## config.mk

```make
export PLATFORM = sky130hd
export DESIGN_NAME = mig_p0_write_burster
export DESIGN_NICKNAME = d
export VERILOG_FILES = /design/src/rtl/mig_pkg.sv /design/src/rtl/mig_p0_write_burster.sv
export SDC_FILE = /design/constraint.sdc
export NUM_CORES = 1
export LEC_CHECK = 0
export CORE_ASPECT_RATIO = 1.1
export CORE_UTILIZATION = 25
export CTS_BUF_LIST = sky130_fd_sc_hd__clkbuf_16
export DETAILED_ROUTE_END_ITERATION = 10
export PLACE_DENSITY_LB_ADDON = 0.1
export SYNTH_ARGS = -nofsm -noshare
export SYNTH_HDL_FRONTEND = slang
export SYNTH_SLANG_ARGS = --single-unit
```

## constraint.sdc

```tcl
create_clock -name clk -period 16.4 [get_ports clk]
set_input_delay 3.28 -clock clk [delete_from_list [all_inputs] [get_ports clk]]
set_output_delay 3.28 -clock clk [all_outputs]
set_load 0.03 [all_outputs]
```

## src/rtl/mig_pkg.sv

```systemverilog
// Shared MIG user-port constants and the p0 write burster state encoding.
package mig_pkg;

  localparam logic [2:0] WR    = 3'b000;
  localparam logic [2:0] RD    = 3'b001;
  localparam logic [2:0] WR_AP = 3'b010;
  localparam logic [2:0] RD_AP = 3'b011;

  localparam int DATA_W = 64;
  localparam int MASK_W = 8;
  localparam int ADDR_W = 30;
  localparam int BL_W   = 6;
  localparam int CNT_W  = 7;

  typedef enum logic [2:0] {
    ST_IDLE,
    ST_FILL,
    ST_LAST,
    ST_CMD,
    ST_DRAIN
  } burst_state_t;

endpackage

```

## src/rtl/mig_p0_write_burster.sv

```systemverilog
// Streams 64-bit pixel words into the MIG p0 write FIFO and issues one write
// command per burst, walking a wrapping frame-buffer address.
module mig_p0_write_burster
  import mig_pkg::*;
#(
  parameter int unsigned BURST_LEN   = 32,
  parameter int unsigned BASE_ADDR   = 0,
  parameter int unsigned FRAME_WORDS = 38400,
  parameter int unsigned DRAIN_GUARD = 4
) (
  input  logic              clk,
  input  logic              reset,
  input  logic              calib_done,
  input  logic              frame_start,
  input  logic              flush,
  input  logic              s_valid,
  input  logic [DATA_W-1:0] s_data,
  output logic              s_ready,
  output logic              c3_p0_wr_en,
  output logic [DATA_W-1:0] c3_p0_wr_data,
  output logic [MASK_W-1:0] c3_p0_wr_mask,
  input  logic [CNT_W-1:0]  c3_p0_wr_count,
  output logic              c3_p0_cmd_en,
  output logic [2:0]        c3_p0_cmd_instr,
  output logic [BL_W-1:0]   c3_p0_cmd_bl,
  output logic [ADDR_W-1:0] c3_p0_cmd_byte_addr,
  output logic              busy,
  output logic              frame_done
);

  localparam logic [ADDR_W-1:0] BASE = ADDR_W'(BASE_ADDR);

  burst_state_t      state, state_next;
  logic [6:0]        n, n_inc, limit;
  logic [31:0]       words_done, remaining, done_sum;
  logic [ADDR_W-1:0] addr;
  logic [7:0]        guard;
  logic              guard_ok, flush_pend, start_pend, flush_eff, start_eff;
  logic              accept, restart_now, frame_wrap;
  logic              wr_en_q;
  logic [DATA_W-1:0] wr_data_q;

  // The last burst of a frame is shortened so it never runs past the buffer end.
  assign remaining   = FRAME_WORDS - words_done;
  assign limit       = (remaining < BURST_LEN) ? remaining[6:0] : 7'(BURST_LEN);
  assign s_ready     = (state == ST_FILL) && calib_done && (n < limit);
  assign accept      = s_valid && s_ready;
  assign n_inc       = n + {6'd0, accept};
  assign flush_eff   = flush || flush_pend;
  assign start_eff   = frame_start || start_pend;
  assign done_sum    = words_done + 32'(n);
  assign frame_wrap  = done_sum >= FRAME_WORDS;
  assign guard_ok    = (32'(guard) + 32'd1) >= DRAIN_GUARD;
  assign restart_now = start_eff && ((state == ST_IDLE) || ((state == ST_FILL) && (n == 7'd0)));

  always_comb begin
    state_next   = state;
    c3_p0_cmd_en = 1'b0;
    frame_done   = 1'b0;
    case (state)
      ST_IDLE:  if (calib_done) state_next = ST_FILL;
      ST_FILL:  if (calib_done && ((accept && (n_inc == limit)) ||
                                   (flush_eff && (n_inc != 7'd0))))
                  state_next = ST_LAST;
      ST_LAST:  state_next = ST_CMD;
      ST_CMD: begin
        state_next   = ST_DRAIN;
        c3_p0_cmd_en = 1'b1;
        frame_done   = frame_wrap;
      end
      ST_DRAIN: if (guard_ok && (c3_p0_wr_count == '0)) state_next = ST_FILL;
      default:  state_next = ST_IDLE;
    endcase
  end

  always_ff @(posedge clk) begin
    if (reset) begin
      state      <= ST_IDLE;
      n          <= '0;
      words_done <= '0;
      addr       <= BASE;
      guard      <= '0;
      flush_pend <= 1'b0;
      start_pend <= 1'b0;
      wr_en_q    <= 1'b0;
      wr_data_q  <= '0;
    end else begin
      state   <= state_next;
      wr_en_q <= accept;
      if (accept) wr_data_q <= s_data;

      // A flush only survives while calibration stalls a non-empty burst.
      flush_pend <= (state == ST_FILL) && !calib_done && (n != 7'd0) && flush_eff;

      case (state)
        ST_FILL: n <= n_inc;
        ST_CMD:  n <= '0;
        default: ;
      endcase

      if (state == ST_CMD) guard <= '0;
      else if ((state == ST_DRAIN) && !guard_ok) guard <= guard + 8'd1;

      if (restart_now) begin
        addr       <= BASE;
        words_done <= '0;
        start_pend <= 1'b0;
      end else if (state == ST_CMD) begin
        start_pend <= 1'b0;
        if (frame_wrap || start_eff) begin
          addr       <= BASE;
          words_done <= '0;
        end else begin
          addr       <= addr + ADDR_W'({n, 3'b000});
          words_done <= done_sum;
        end
      end else begin
        start_pend <= start_eff;
      end
    end
  end

  assign c3_p0_wr_en         = wr_en_q;
  assign c3_p0_wr_data       = wr_data_q;
  assign c3_p0_wr_mask       = '0;
  assign c3_p0_cmd_instr     = WR;
  assign c3_p0_cmd_bl        = (state == ST_CMD) ? BL_W'(n - 7'd1) : '0;
  assign c3_p0_cmd_byte_addr = addr;
  assign busy                = (state != ST_IDLE);

endmodule

```

==> flow_summary.ini, run 1 <==
[synthesis]
synth-compound-area-share_pct = 19.8
synth_enable_flop_cells = 0
synthSimpleGateAreaFrac_pct = 25.0
synthAdderAreaFrac_pct = 4.48
synth_xor_area_share_pct = 7.90
synth_top_area_share_pct = 34.2
synth_top_cell_by_area = dfxtp_1
syn_avg_cell_area_um2 = 8.00
ys_top_cells_by_area = dfxtp_1, a21oi_1, xnor2_1
synth_area_mm2 = 0.00843
async_flop_share_pct = 0
ys_top_cells_by_count = dfxtp_1, nor2_1, a21oi_1
synth_top_family_by_area = simple AND/OR/NAND/NOR gates
ys_dominant_reg_cell = dfxtp_1
synth_mux_area_share_pct = 0.594
synth.most_common_cell = dfxtp_1
synth_seq_cells = 144
seq_area_frac_synth_pct = 34.2
synthCells = 1054
ys_warn_count = 0
synthDistinctLibCells = 73

[worst_setup_path]
critical-path-top-delay-family = simple AND/OR/NAND/NOR gates
critical_path.endpoint_type = output port
start_kind = flip-flop
cp_max_fo = 5
critPathKind = reg2out
crit_required_ns = 13.12
max_stage_delay_ns = 0.72
critPathBufInv = 2
critPathArrivalTime_ns = 5.47
crit_chain = inv_1 > ha_1 > nor4b_1 > a2111oi_0 > or2_2 > nor4_1 > o21ai_0 > nor4_1 > o2111a_1 > nand2_1 > ha_1 > a2111oi_0 > a21oi_1 > nor2b_1 > clkdlybuf4s50_1
critPathSlowestCell = clkdlybuf4s50_1

[pwr]
internal_power_mw = 0.632
fin_total_pwr_mw = 0.850
combPwrFrac_pct = 10.9
power_leakage_nw = 3.83
p_seq_share_pct = 42.6
clkPwrFrac_pct = 46.6
p_sw_mw = 0.218
swShare_pct = 25.7
p_per_area_mw_per_mm2 = 78.2
peakVddDrop_mv = 0.0653

[layout]
n_fill_cell = 3548
diodes = 0
postLayoutCellArea_mm2 = 0.0109
nets = 1286
area_delta_synth_final_pct = 28.9
drive_gt1_share_pct = 4.45

[place]
dpl.hpwl_um = 18900
placed_area_mm2 = 0.0103
pre_cts_ws_ns = 8.02
gp_congestion = 0.826
numPortBuffers = 178

[worst_hold_path]
hold_path_class = reg2reg

[die]
core_mm2 = 0.0332
die_h_um = 195
row_count = 70
pin_count = 193
start_util_pct = 25.4
fp.dieArea_mm2 = 0.0345
die_w_um = 177

[clocking]
cts.htree.levels = 4
cts.clk_slew.worst_paths_ns = 0.06
cts.repair.resized = 0
clock_sinks = 144
cts_hold_buf = 0
tritoncts = yes
root_buffer = clkbuf_16
cts_buffer_depth = 2
post_cts_buffers = 0
worstSkewPairLatency_ns = 0.43
cts_buffers = 17

[detailed_routing]
drtAntennaViolNets = 0
wl_um = 27500
drc = 0
via_per_inst = 4.88
vias = 7909
firstDrtPassIters = 5
drt_iter0_drc = 557
wl_per_cell_um = 16.9

[sta]
worst_slack_ns = 7.65
period_share_pct = 53.3
fin_skew_ns = 0.0114
slew_violations = 0
max_freq_mhz = 114
max_slew_margin_pct = 25.8
rsz0062_at_grt = false
finalSetupTns_ns = 0
period_needed_ns = 8.75
worst_pin_slew_ns = 1.11
hold_slack_ns = 0.465
hold_violations = 0
setup_viol = 0

[outcome]
status = complete, no violations

[global_routing]
antenna_found_initial = 0
grt_pass1_vias = 7639
grt_max_degree = 81
grt_pass1_wl_um = 43000
track_usage_pct = 15.7
grt_overflow = 0

[job]
maxCapViolCount = 0
[state kept, by name (all words and copies together) (netlist names)]
| signal | count |
|---|---|
| c3_p0_wr_data | 64 |
| state | 3 |
| start_pend | 1 |
| words_done | 32 |
| c3_p0_wr_en | 1 |
| guard | 8 |
| c3_p0_cmd_byte_addr | 27 |
| n | 7 |
| flush_pend | 1 |
[final cells by class]
cell class	instances	area, um^2	area share [%]
clock inverters	12	144	1.32
clock buffers	17	425	3.91
well taps	432	541	4.97
flip-flops and latches	144	2880	26.5
inverters	21	78.8	0.725
multi-input cells	808	4950	45.5
repair buffers	188	1850	17.0
[worst reg2reg max path, cell delays in order (launching register included)]
cell,delay (ns)
dfxtp_1,0.35
inv_1,0.12
ha_1,0.20
nor4b_1,0.62
a2111oi_0,0.32
or2_2,0.37
nor4_1,0.31
o21ai_0,0.15
nor4_1,0.30
o2111a_1,0.35
nand2_1,0.09
ha_1,0.30
a2111oi_0,0.57
nand2_1,0.12
a21oi_1,0.18
nand4_1,0.11
buf_4,0.36
nand2_1,0.19
ha_1,0.21
ha_1,0.28
nand3_1,0.12
xnor2_1,0.33
xnor2_1,0.16
nand4_1,0.13
a211oi_1,0.26
nand4_1,0.14
o211a_1,0.17
o31a_1,0.29
[final timing paths]
kind / startpoint / to / slack (ns) / depth (start not counted)
worst max-delay path: words_done[1]$_SDFFE_PP0P_ / s_ready / 7.65 / 15
worst min-delay path: guard[7]$_SDFFE_PP0P_ / guard[7]$_SDFFE_PP0P_ / 0.46 / 1
worst max register to register: words_done[1]$_SDFFE_PP0P_ / state[0]$_SDFFE_PP0P_ / 9.19 / 27
worst min register to register: guard[7]$_SDFFE_PP0P_ / guard[7]$_SDFFE_PP0P_ / 0.46 / 1
[layout by cell type, fill, tap and decap left out, types with 4 or more instances in the layout]
master	netlist	final
clkdlybuf4s50_1	0	177
dfxtp_1	144	144
nor2_1	107	107
a21oi_1	101	101
nand3_1	90	90
o21ai_1	64	64
xnor2_1	53	53
nand2_1	51	50
nor3_1	32	32
ha_1	27	27
xor2_1	23	23
inv_1	21	21
o21ai_0	21	21
and3_1	19	18
nand4_1	17	17
clkbuf_16	0	17
conb_1	2	15
nor4_1	13	13
and2_1	13	13
a211oi_1	11	11
o21a_1	11	11
buf_4	23	10
nor2b_1	9	9
or3_1	9	9
nor3b_1	9	9
a31oi_1	8	8
and4_1	6	6
a21o_1	6	6
o211ai_1	6	6
or4_1	5	5
mux2i_1	5	5
nor4b_1	4	4
or2_2	4	4
nand2b_1	4	4
a211o_1	4	4
clkinv_1	0	4
[per-stage QoR]
| stage | instances | util (%) |
|---|---|---|
| after floorplan | 1067 | - |
| after global placement | 1593 | 31.0 |
| after detailed placement | 1593 | 31.0 |
| after CTS | 1622 | 32.7 |
| after global routing | 1622 | 32.7 |
| final | 1622 | 32.7 |
[power groups by stage]
stage                     combinational [mW]  clock, mW  sequential [mW]
after floorplan                       0.0403          0            0.381
after global placement                0.0939          0            0.370
after detailed placement              0.0936          0            0.370
after CTS                             0.0940      0.411            0.362
after global routing                  0.0997      0.426            0.363
final                                 0.0923      0.396            0.362
[cell families (layout without fill, tap and decap cells)]
| group | count (synthesis) | after routing |
|---|---|---|
| AND/OR/NAND/NOR | 408 | 408 |
| AO/OA/AOI/OAI | 275 | 275 |
| flip-flops | 144 | 144 |
| buffers and inverters | 115 | 238 |
| XOR/XNOR | 76 | 76 |
| adder cells (fa/ha/maj) | 29 | 29 |
| multiplexers | 5 | 5 |
| other | 2 | 15 |
[per-layer routing]
layer,GRT usage [%],part of all wire [%],routed length [um]
met2,25.2,46,12700
met5,0,0,0
met3,3.35,4.9,1350
met1,21.1,47,13000
met4,4.18,1.5,419
Power figures use the tool's default switching activity.
==> inputs of run 2 (changes only) <==
clock period = 7.05 ns   (was 16.4 ns; I/O delays follow)
==> flow_summary.ini, run 2 (synthesized netlist as in run 1, its figures left out) <==
[pwr]
combPwrFrac_pct = 10.7
p_per_area_mw_per_mm2 = 184
p_seq_share_pct = 41.7
peakVddDrop_mv = 0.133
swShare_pct = 26.4
p_sw_mw = 0.532
clkPwrFrac_pct = 47.5
power_leakage_nw = 3.88
internal_power_mw = 1.48

[worst_setup_path]
cp_max_fo = 11
worstReg2RegStart = words_done[18]$_SDFFE_PP0P_
r2r_slack_ns = 0.79
crit_required_ns = 5.64
critPathArrivalTime_ns = 5.14
critical_path.endpoint_type = output port
r2r_cells = 24
start_kind = flip-flop
r2r-end = state[0]$_SDFFE_PP0P_
critPathKind = reg2out

[sta]
period_needed_ns = 6.55
fin_skew_ns = 0.0141
setup_viol = 0
rsz0062_at_grt = false
finalSetupTns_ns = 0
max_freq_mhz = 153
max_slew_margin_pct = 36.0
period_share_pct = 92.8
hold_violations = 0
worst_pin_slew_ns = 0.960
slew_violations = 0

[global_routing]
grt_overflow = 0
track_usage_pct = 16.2
grt_pass1_vias = 7721
grt_pass1_wl_um = 43900
antenna_found_initial = 0
grt_max_degree = 81

[die]
core_mm2 = 0.0332
die_w_um = 177
row_count = 70
start_util_pct = 25.4
pin_count = 193
fp.dieArea_mm2 = 0.0345
die_h_um = 195

[place]
numPortBuffers = 178
placed_area_mm2 = 0.0103
gp_congestion = 0.820
dpl.hpwl_um = 19200
dp_cells = 1598

[clocking]
root_buffer = clkbuf_16
worstSkewPairLatency_ns = 0.43
clock_sinks = 144
cts.clk_slew.worst_paths_ns = 0.07
cts.htree.levels = 4
cts_buffer_depth = 2
post_cts_buffers = 0
tritoncts = yes
cts_buffers = 17

[layout]
diodes = 0
postLayoutCellArea_mm2 = 0.0110
layout_common_cells = clkdlybuf4s50_1, dfxtp_1, nor2_1, a21oi_1, nand3_1
largest_register_ffs = 64
nets = 1291
final_cells = 1630
layout_commonest_cell = clkdlybuf4s50_1
drive_gt1_share_pct = 5.34
area_delta_synth_final_pct = 29.9

[job]
maxCapViolCount = 0

[worst_hold_path]
min_from = guard[6]$_SDFFE_PP0P_
hold_path_class = reg2reg
min_to = guard[6]$_SDFFE_PP0P_
hold_depth = 1

[detailed_routing]
drtAntennaViolNets = 0
drt_iter0_drc = 577
wl_met1_um = 13300
wl_um = 27900
vias = 7936
wl_met2_um = 13100
firstDrtPassIters = 4
drc = 0
wl_per_cell_um = 17.1
via_per_inst = 4.87
top_layer = met4
met3_length_um = 1140

[outcome]
status = complete, no violations
run 2: changes by cell type in the layout (fill, tap and decap cells not counted), sizes merged:
cell,delta
inv,+5
buf,+5
clkinv,-3
clkinvlp,+1
run 2: worst max-delay path, stage by stage, from the launching register on:
cell,delay (ns)
dfxtp_1,0.43
or4_4,0.59
or4_1,0.54
or3_1,0.42
a211oi_1,0.24
nand2_1,0.07
nor4_1,0.24
o2111a_1,0.33
nand2_1,0.08
ha_1,0.29
a2111oi_1,0.47
a21oi_1,0.14
nor2b_1,0.13
clkdlybuf4s50_1,0.72
run 2: what timing repair did:
action | in CTS | in global routing
setup endpoints to repair | 0 | 3
hold buffers | 0 | 0
resized for setup | 0 | 3
run 2: worst max path at each step:
stage / start / to / slack, ns / cells past startpoint
floorplan: words_done[20]$_SDFFE_PP0P_ / state[0]$_SDFFE_PP0P_ / 1.05 / 28
global placement: words_done[1]$_SDFFE_PP0P_ / state[0]$_SDFFE_PP0P_ / 0.63 / 26
detailed placement: words_done[0]$_SDFFE_PP0P_ / state[0]$_SDFFE_PP0P_ / 0.56 / 26
CTS: words_done[0]$_SDFFE_PP0P_ / s_ready / 0.17 / 15
global route: words_done[18]$_SDFFE_PP0P_ / s_ready / 0.09 / 13
finish: words_done[18]$_SDFFE_PP0P_ / s_ready / 0.50 / 13
run 2: area by class of cell:
| cell class | instances | area, um^2 |
|---|---|---|
| Inverter | 21 | 78.8 |
| Clock inverter | 15 | 181 |
| Multi-Input combinational cell | 808 | 4950 |
| Sequential cell | 144 | 2880 |
| Tap cell | 432 | 541 |
| Fill cell | 3537 | 22200 |
| Timing Repair Buffer | 193 | 1890 |
| Clock buffer | 17 | 425 |
run 2: power by group through the flow:
stage / logic, mW / clock network [mW] / registers [mW]
floorplan: 0.0937 / 0 / 0.886
detailed placement: 0.219 / 0 / 0.860
global placement: 0.220 / 0 / 0.860
CTS: 0.220 / 0.994 / 0.841
global route: 0.233 / 1.03 / 0.844
finish: 0.216 / 0.958 / 0.841
run 2: routing by layer:
metal	GRT usage (%)	up-vias
met1	21.4	3743
met4	3.67	0
li1	-	4015
met3	3.09	16
met2	27.0	162
met5	0	-
run 2: stage by stage:
step	total power [mW]	worst slack (ns)	util [%]	hold slack [ns]
2_1_floorplan	0.980	1.05	-	0.430
4_1_cts	2.06	0.165	33.0	0.464
5_1_grt	2.11	0.0918	33.0	0.484
6_report	2.02	0.504	33.0	0.459
3_5_place_dp	1.08	0.563	31.1	0.449
3_3_place_gp	1.08	0.634	31.1	0.445
==> inputs of run 3 (changes only) <==
CORE_MARGIN = 2   (was unset)
MAX_ROUTING_LAYER = met4   (was unset)
==> flow_summary.ini, run 3 (synthesized netlist as in run 1, its figures left out) <==
[sta]
fin_skew_ns = 0.0107
hold_violations = 0
setup_viol = 0
worst_pin_slew_ns = 0.957
max_freq_mhz = 151
max_slew_margin_pct = 35.7
rsz0062_at_grt = false
slew_violations = 0
hold_slack_ns = 0.460
period_share_pct = 93.9
finalSetupTns_ns = 0
period_needed_ns = 6.62

[worst_setup_path]
cp_max_fo = 11
r2r_slack_ns = 0.74
cp-startpoint = words_done[18]$_SDFFE_PP0P_
crit_required_ns = 5.64
critPathKind = reg2out
worstReg2RegStart = words_done[18]$_SDFFE_PP0P_
critPathArrivalTime_ns = 5.21
r2r_cells = 24
start_kind = flip-flop
critical_path.endpoint_type = output port
r2r-end = state[0]$_SDFFE_PP0P_

[die]
pin_count = 193
die_w_um = 179
start_util_pct = 25.4
core_mm2 = 0.0332
fp.dieArea_mm2 = 0.0352
row_count = 70
die_h_um = 197

[global_routing]
use_met1_pct = 20.9
grt_overflow = 0
grtUsageMet3_pct = 3.09
antenna_found_initial = 0
track_usage_pct = 16.0
grt_max_degree = 81
grt_util_met2_pct = 24.7
top_usage_layer = met2
grt_pass1_wl_um = 43000
grt_pass1_vias = 7629

[detailed_routing]
vias = 7924
drtAntennaViolNets = 0
firstDrtPassIters = 5
via_per_inst = 4.85
drc = 0
drt_iter0_drc = 642
wl_um = 27700
wl_per_cell_um = 16.9

[clocking]
cts_buffers = 17
cts_buffer_depth = 2
cts.clk_slew.worst_paths_ns = 0.06
cts.htree.levels = 4
tritoncts = yes
root_buffer = clkbuf_16
clock_sinks = 144
cts_hold_buf = 0
worstSkewPairLatency_ns = 0.43

[place]
dpl.hpwl_um = 19200
gp_congestion = 0.839
numPortBuffers = 178

[pwr]
power_leakage_nw = 3.91
fin_total_pwr_mw = 2.05
peakVddDrop_mv = 0.148
p_per_area_mw_per_mm2 = 186

[layout]
layout_commonest_cell = clkdlybuf4s50_1
diodes = 0
drive_gt1_share_pct = 5.33
nets = 1294
area_delta_synth_final_pct = 30.4
layout_common_cells = clkdlybuf4s50_1, dfxtp_1, nor2_1, a21oi_1, nand3_1
final_util_pct = 33.1
largest_register_ffs = 64

[outcome]
status = complete, no violations

[worst_hold_path]
min_to = guard[6]$_SDFFE_PP0P_
hold_path_class = reg2reg
hold_depth = 1
min_from = guard[6]$_SDFFE_PP0P_

[job]
maxCapViolCount = 0
-- run 3: cell count changes in the layout (fill, tap and decap cells not counted), sizes merged --
cell	delta
buf	+3
inv	-3
bufinv	+2
clkinv	+2
clkinvlp	-1
-- run 3: repair_timing --
action | 4_1_cts | 5_1_grt
buffers inserted | 0 | 0
endpoints found under the setup margin | 0 | 3
gates resized for setup | 0 | 1
-- run 3: power breakdown --
part	switching [mW]	internal [mW]	total, mW
clock network	0.369	0.620	0.990
registers	0.0108	0.831	0.841
logic	0.125	0.0927	0.218
-- run 3: worst max path at each step --
stage	end	slack, ns	depth (start not counted)
floorplan	state[0]$_SDFFE_PP0P_	1.05	28
finish	s_ready	0.43	13
detailed placement	state[0]$_SDFFE_PP0P_	0.54	26
CTS	s_ready	0.14	15
global placement	state[0]$_SDFFE_PP0P_	0.63	26
global route	s_ready	0.04	15
-- run 3: stage by stage --
| stage | cells | instance area [um^2] | worst slack (ns) |
|---|---|---|---|
| global route | 1633 | 11000 | 0.0387 |
| CTS | 1633 | 11000 | 0.137 |
| floorplan | 1067 | 8480 | 1.05 |
| detailed placement | 1601 | 10400 | 0.542 |
| finish | 1633 | 11000 | 0.431 |
| global placement | 1601 | 10400 | 0.631 |
-- run 3: metal layers --
| layer | vias up | wire length [um] |
|---|---|---|
| li1 | 4017 | - |
| met1 | 3706 | 13200 |
| met2 | 176 | 12500 |
| met3 | 25 | 1390 |
| met4 | 0 | 563 |
| met5 | - | 0 |
-- run 3: critical path: stages (launching register included) --
cell and delay (ns):
dfxtp_1 0.43, or4_4 0.60, or4_1 0.53, or3_1 0.41, a211oi_1 0.24, nand2_1 0.07, nor4_1 0.24, o2111a_1 0.34
nand2_1 0.08, ha_1 0.30, a2111oi_0 0.53, a21oi_1 0.13, nor2b_1 0.14, clkdlybuf4s50_1 0.72
-- run 3: area by class of cell --
class	instances	area [um^2]
clock inverters	15	200
clock buffers	17	425
multi-input cells	808	4950
well taps	432	541
fillers	3533	22200
flip-flops and latches	144	2880
repair buffers	196	1910
inverters	21	78.8
